--- config.mk ---
export PLATFORM = sky130hd
export DESIGN_NAME = fsm_saw_receiver
export DESIGN_NICKNAME = d
export VERILOG_FILES = /design/src/rtl/fsm_saw_receiver.sv
export SDC_FILE = /design/constraint.sdc
export NUM_CORES = 1
export LEC_CHECK = 0
export ABC_CLOCK_PERIOD_IN_PS = 2200
export BUFFER_PORTS_ARGS = -buffer_cell sky130_fd_sc_hd__buf_2
export CORE_MARGIN = 10
export CORE_UTILIZATION = 48
export DETAILED_ROUTE_END_ITERATION = 8
export PLACE_DENSITY_LB_ADDON = 0.05
export SLEW_MARGIN = 20
export SYNTH_ARGS = -nofsm -noshare
export SYNTH_HDL_FRONTEND = slang
export SYNTH_SLANG_ARGS = --single-unit
--- constraint.sdc ---
create_clock -name clk -period 2.2 [get_ports clk]
set_clock_uncertainty 0.05 [all_clocks]
set_input_delay 0.33 -clock clk [delete_from_list [all_inputs] [get_ports clk]]
set_output_delay 0.33 -clock clk [all_outputs]
set_load 0.02 [all_outputs]
--- src/rtl/fsm_saw_receiver.sv ---
// Stop-and-Wait ARQ receiver: validates incoming frames, delivers new ones in order,
// and returns ACK(Rn). Corrupted frames are dropped silently; duplicates are re-ACKed.
module fsm_saw_receiver #(
  parameter int unsigned DATA_W = 8,
  parameter int unsigned SEQ_W  = 1,
  parameter int unsigned CNT_W  = 8
) (
  input  logic              clk,
  input  logic              rst,
  input  logic              frame_valid,
  output logic              frame_ready,
  input  logic [SEQ_W-1:0]  frame_seq,
  input  logic              frame_corrupt,
  input  logic [DATA_W-1:0] frame_data,
  output logic              deliver_valid,
  input  logic              deliver_ready,
  output logic [DATA_W-1:0] deliver_data,
  output logic              ack_valid,
  input  logic              ack_ready,
  output logic [SEQ_W-1:0]  ack_seq,
  output logic [SEQ_W-1:0]  rn,
  output logic [CNT_W-1:0]  err_cnt,
  output logic [CNT_W-1:0]  dup_cnt,
  output logic [2:0]        state
);

  typedef enum logic [2:0] {
    S_READY   = 3'd0,
    S_CHECK   = 3'd1,
    S_DELIVER = 3'd2,
    S_ACK     = 3'd3,
    S_DISCARD = 3'd4
  } state_t;

  localparam logic [CNT_W-1:0] CNT_MAX = '1;

  state_t              st;
  logic [SEQ_W-1:0]    seq_q;
  logic                corrupt_q;
  logic [DATA_W-1:0]   data_q;
  logic [SEQ_W-1:0]    rn_inc;

  // Rn advances modulo 2^SEQ_W; the truncation provides the wrap.
  assign rn_inc = SEQ_W'(rn + 1'b1);
  assign state  = st;

  // Single-frame-in-flight FSM; every output is a register updated on the transition into its state.
  always_ff @(posedge clk) begin
    if (rst) begin
      st            <= S_READY;
      frame_ready   <= 1'b1;
      deliver_valid <= 1'b0;
      deliver_data  <= '0;
      ack_valid     <= 1'b0;
      ack_seq       <= '0;
      rn            <= '0;
      err_cnt       <= '0;
      dup_cnt       <= '0;
      seq_q         <= '0;
      corrupt_q     <= 1'b0;
      data_q        <= '0;
    end else begin
      case (st)
        S_READY: begin
          if (frame_valid && frame_ready) begin
            seq_q       <= frame_seq;
            corrupt_q   <= frame_corrupt;
            data_q      <= frame_data;
            frame_ready <= 1'b0;
            st          <= S_CHECK;
          end
        end

        // Corruption takes priority: a bad checksum makes the sequence field meaningless.
        S_CHECK: begin
          if (corrupt_q) begin
            if (err_cnt != CNT_MAX) err_cnt <= err_cnt + CNT_W'(1);
            st <= S_DISCARD;
          end else if (seq_q == rn) begin
            deliver_valid <= 1'b1;
            deliver_data  <= data_q;
            st            <= S_DELIVER;
          end else begin
            if (dup_cnt != CNT_MAX) dup_cnt <= dup_cnt + CNT_W'(1);
            ack_seq   <= rn;
            ack_valid <= 1'b1;
            st        <= S_ACK;
          end
        end

        S_DELIVER: begin
          if (deliver_ready) begin
            deliver_valid <= 1'b0;
            rn            <= rn_inc;
            ack_seq       <= rn_inc;
            ack_valid     <= 1'b1;
            st            <= S_ACK;
          end
        end

        S_ACK: begin
          if (ack_ready) begin
            ack_valid   <= 1'b0;
            frame_ready <= 1'b1;
            st          <= S_READY;
          end
        end

        // No ACK for a corrupted frame: the transmitter's timeout drives the resend.
        S_DISCARD: begin
          frame_ready <= 1'b1;
          st          <= S_READY;
        end

        default: begin
          deliver_valid <= 1'b0;
          ack_valid     <= 1'b0;
          frame_ready   <= 1'b1;
          st            <= S_READY;
        end
      endcase
    end
  end

endmodule

==> results of run 1 <==
-- logic make-up (layout without fill, tap and decap cells) --
logic type | Yosys count | after routing | synth area share
and+or+nand+nor | 78 | 78 | 0.2289
DFF | 42 | 42 | 0.4565
AOI/OAI and AO/OA | 30 | 30 | 0.1073
muxes | 24 | 24 | 0.1311
buffers and inverters | 10 | 59 | 0.02513
xor gates and xnor gates | 7 | 7 | 0.03737
adders and majority gates | 2 | 2 | 0.01358
-- area by class of cell --
cell class	count	area, µm²
Sequential cell	42	840.8
Multi-Input combinational cell	141	954.7
Timing Repair Buffer	49	252.7
Clock inverter	2	60.06
Clock buffer	6	82.58
Fill cell	335	1430
Tap cell	48	60.06
Inverter	2	7.507
-- where the power goes --
| part | switching [W] | leakage, nW | internal, W |
|---|---|---|---|
| logic | 0.000182 | 0.700 | 0.000138 |
| registers | 0.0000354 | 0.341 | 0.000806 |
| clock network | 0.000252 | 0.0714 | 0.000484 |
| total | 0.000469 | 1.11 | 0.00143 |
-- metrics by stage --
step / std cells / area (µm²) / power, W / worst slack [ns]
6_report: 290 / 2258 / 0.001897 / 0.3557
5_1_grt: 290 / 2258 / 0.001995 / 0.1876
4_1_cts: 290 / 2258 / 0.001922 / 0.3452
3_5_place_dp: 282 / 2116 / 0.001180 / 0.3854
3_3_place_gp: 282 / 2116 / 0.001171 / 0.4471
2_1_floorplan: 193 / 1842 / 0.001091 / 0.4491
-- sequential cells by signal (all words and copies together), names as in the netlist --
name	cells
ack_seq	1
deliver_valid	1
rn	1
deliver_data	8
data_q	8
ack_valid	1
state	3
seq_q	1
err_cnt	8
corrupt_q	1
dup_cnt	8
frame_ready	1
-- placed cells by master, fill, tap and decap left out, drive strengths merged, types with 4 or more instances in the layout --
| cell type | instances |
|---|---|
| nor2b | 4 |
| mux2i | 23 |
| nor2 | 33 |
| buf | 49 |
| clkbuf | 6 |
| nand2 | 9 |
| o31ai | 4 |
| nand3 | 5 |
| nor3 | 4 |
| dfxtp | 42 |
| o21ai | 4 |
| a21oi | 10 |
| nand4 | 4 |
| xor2 | 6 |
-- critical path, cell delays in order, from the launching register on --
cell	delay, ns
dfxtp_1	0.43
nor4b_4	0.48
nand2_2	0.14
or4_1	0.52
a21oi_1	0.16
-- routing by layer --
layer,routed length [µm],vias to the layer above
li1,-,780
met1,1729,724
met2,2110,49
met3,327,7
met4,38,0
met5,0,-
-- how the worst min path moves through the flow --
| stage | end | slack, ns | depth (start not counted) |
|---|---|---|---|
| floorplan | frame_ready | 0.39 | 2 |
| global placement | ack_valid | 0.39 | 2 |
| detailed placement | ack_valid | 0.40 | 2 |
| CTS | data_q[4] | 0.21 | 3 |
| global route | data_q[7] | 0.21 | 3 |
| finish | data_q[0] | 0.22 | 3 |
==> results.toml, run 1 <==
[timing]
worst_pin_slew_ns = 0.5865
hold_ws_ns = 0.2210
fin_setup_tns_ns = 0
hold_viol_final = 0
fin_crit_sh = 0.8383
slew_headroom = 0.6081
max_freq_mhz = 542.2
fin_crit_ns = 1.844
drv_slew = 0
rsz0062_at_grt = "no"
setup_viol = 0

[route]
wl_mm = 4.205
drtPass1Iterations = 4
dr_total_vias = 1560
vias_per_cell = 5.379
ant_nets = 0
wl_per_cell_um = 14.50
drt_iter0_drc = 46
route.detailed.drc = 0

[logic_synthesis]
syn_inst = 193
yosys-top-cells-count = "42 x dfxtp_1, 33 x nor2_1, 23 x mux2i_1, 10 x a21oi_1, 8 x nand2_1"
synth_fp_nets = 210
synth_cell_types = 42
synthArstFlopShare = 0
synth_largest_area_cell = "dfxtp_1"
synth_enable_flop_cells = 0
avgSynthCellArea_um2 = 9.543
yosysSeqAreaShare = 0.4565
synth_warnings = 0
synthMostInstantiatedCell = "dfxtp_1"
syn_area_um2 = 1842
synthTopCellsByArea = "dfxtp_1 46%, mux2i_1 13%, nor2_1 6.7%"
synthFlopType = "dfxtp_1"
synth_top_cell_area_share = 0.4565
ys_ff_latch = 42

[cts]
clockRootBuffer = "clkbuf_8"
cts_setup_buffers = 0
clk_latency_ns = 0.29
path_clk_slew_ns = 0.08
cts_made_buffers = 5
cts_hold_buf = 0
h-tree-depth = 2
cts.repair.resized = 0
cts_tree = "done"
cts.sinks = 42
clk_path_buf_depth = 2

[grt]
grtUsageMet1 = 0.1351
antenna_found_initial = 0
use_met2 = 0.2210
use_met3 = 0.04367
first_global_vias = 1583
grt_start_max_net_pins = 24
top_usage_layer = "met2"
track_usage = 0.1268
grt_pass1_wl_mm = 6.831
grt-ovfl-total = 0

[setup_path]
cp-end-kind = "flip-flop"
r2r_start = "state[2]"
start_kind = "flip-flop"
startpoint = "state[2]"
worstReg2RegEnd = "dup_cnt[6]"
critPathKind = "flip-flop to flip-flop"
worstRegToRegCells = 4
crit_path_max_fanout = 12
required_ns = 2.37
rrSetupSlack_ns = 0.36
critPathCapture = "dup_cnt[6]"
critPathArrivalTime_ns = 2.02

[job]
cap_viol_max_count = 0

[finish]
area_growth_pct = 22.62
antenna_cells = 0
final_nets = 258
post-route-util = 0.6123
drive_gt1_frac = 0.2603

[worst_hold_path]
hold_class = "primary input to flip-flop"
hold_start = "frame_data[0]"

[power]
p_leak_nw = 1.112
p_per_area_nw_per_um2 = 840.0
ir_drop_mv = 0.4699

[floorplanning]
die_width_um = 81.95
initial_core_util = 0.4993
rows = 22
die_h_um = 81.95
core-area_um2 = 3689
ios = 47
die_area_um2 = 6715

[place]
routabilityCongestion = 0.7850
place_hpwl_mm = 3.110
io_buffers = 46

[outcome]
status = "complete, no violations"
Power figures use the tool's default switching activity.
==> inputs of run 2 (changes only) <==
ABC_CLOCK_PERIOD_IN_PS = 1700   (was 2200)
clock period = 1.7 ns   (was 2.2 ns; I/O delays follow)
==> run 2 against run 1 <==
  * Fmax up 13%
  * Count of clock-buffer cells in the layout down 1
  * Via count grew 2.6%
  * Hold slack got worse by 0.084 ns
  * Global-route usage is 0.10 points higher
  * Final area up 4.2%
  * Largest power group unchanged
==> results.toml, run 2 (synthesis results as in run 1) <==
[outcome]
status = "complete, no violations"

[timing]
slew_headroom = 0.7598
hold_viol_final = 0
rsz0062_at_grt = "yes"
worst_pin_slew_ns = 0.3602
setup_viol = 0
fin_crit_ns = 1.627
drv_slew = 0
max_freq_mhz = 614.6
fin_crit_sh = 0.9570
hold_ws_ns = 0.1374
fin_setup_tns_ns = 0

[place]
routabilityCongestion = 0.8593
place_hpwl_mm = 3.172
dpl_cell_area_um2 = 2211
io_buffers = 46

[floorplanning]
core-area_um2 = 3689
rows = 22
die_area_um2 = 6715
ios = 47
die_h_um = 81.95
initial_core_util = 0.4993
die_width_um = 81.95

[grt]
track_usage = 0.1278
grt_pass1_wl_mm = 6.872
antenna_found_initial = 0
grt-ovfl-total = 0
first_global_vias = 1593
grt_start_max_net_pins = 24

[route]
drt_iter0_drc = 53
dr_total_vias = 1600
route.detailed.drc = 0
drtPass1Iterations = 4
wl_per_cell_um = 13.81
ant_nets = 0
wl_mm = 4.158
vias_per_cell = 5.316

[finish]
final_nets = 269
layout_common_cells = "46 x buf_2, 35 x dfxtp_1, 33 x nor2_1, 23 x mux2i_1, 13 x buf_4"
drive_gt1_frac = 0.3320
fin_area_um2 = 2354
post-route-util = 0.6381
area_growth_pct = 27.79
antenna_cells = 0
final_common_cell = "buf_2"

[setup_path]
critPathArrivalTime_ns = 1.81
worstRegToRegCells = 4
cp.buffers_inverters = 0
critical-path-top-delay-family = "simple AND/OR/NAND/NOR gates"
start_kind = "flip-flop"
slowest_stage = "or4_1"
rrSetupSlack_ns = 0.07
required_ns = 1.88
cp_slowest_stage_delay_ns = 0.51
cp-end-kind = "flip-flop"
cp_cell_sequence = "and4bb_4, nand3_2, or4_1, a21oi_1"
cp_num_cells = 4
crit_path_max_fanout = 7
critPathKind = "flip-flop to flip-flop"

[cts]
cts.sinks = 42
clockRootBuffer = "clkbuf_8"
clk_latency_ns = 0.29
h-tree-depth = 2
cts_made_buffers = 5
cts_tree = "done"
path_clk_slew_ns = 0.09
clk_path_buf_depth = 2

[power]
p_comb_frac = 0.212
p_total_w = 0.002216
switching_share = 0.2939
clkPwrFrac = 0.295
p_leak_nw = 1.149
ir_drop_mv = 0.6448
p_int_w = 0.001564
p_per_area_nw_per_um2 = 941.4
power_frac_seq = 0.492
p_sw_w = 0.0006512

[worst_hold_path]
whs_path_depth = 3
hold_class = "primary input to flip-flop"

[job]
cap_viol_max_count = 0
## run 2: cell types whose count changed in the layout (fill, tap and decap cells not counted), moves of 2 or more
cell       previous run  this run
buf_4                 3        13
dfxtp_1              42        35
bufinv_16             2         0
dfxtp_2               0         6
## run 2: final timing paths
check	start	end
setup / recovery	state[1]	err_cnt[6]
hold / removal	frame_data[0]	data_q[0]
setup reg to reg	state[1]	err_cnt[6]
hold reg to reg	ack_valid	ack_valid
## run 2: power by group through the flow
stage / Sequential (W) / Clock (W) / Combinational [W]
global route: 0.00110 / 0.000717 / 0.000520
floorplan: 0.00115 / 0 / 0.000263
detailed placement: 0.00111 / 0 / 0.000466
CTS: 0.00109 / 0.000683 / 0.000469
global placement: 0.00111 / 0 / 0.000454
finish: 0.00109 / 0.000654 / 0.000470
## run 2: cell type report
cell class                      count  area (µm²)
Sequential cell                    42       852.1
Tap cell                           48       60.06
Multi-Input combinational cell    141       992.2
Fill cell                         341        1335
Inverter                            2       7.507
Timing Repair Buffer               60       347.8
Clock inverter                      3       25.02
Clock buffer                        5       68.82
## run 2: routing by layer
layer	track usage	routed length [µm]	vias to the layer above
li1	-	-	813
met1	0.1297	1625	740
met2	0.2273	2128	40
met3	0.04803	330	7
met4	0.05952	74	0
met5	0	0	-
## run 2: repair_timing
item                                    CTS  global route
resized for setup                         0            12
endpoints found under the setup margin    0            12
setup buffers                             0             1
hold endpoints to repair                  0             0
hold buffers                              0             0
## run 2: metrics by stage
| stage | cells | worst slack, ns |
|---|---|---|
| 6_report | 301 | 0.07303 |
| 5_1_grt | 301 | -0.01733 |
| 4_1_cts | 300 | 0.01022 |
| 3_5_place_dp | 292 | 0.02596 |
| 3_3_place_gp | 292 | 0.09692 |
| 2_1_floorplan | 193 | 0.0003442 |
## run 2: worst reg2reg max path, stage by stage (launching register included)
cell and delay (ns):
dfxtp_1 0.35, and4bb_4 0.41, nand3_2 0.10, or4_1 0.51, a21oi_1 0.15
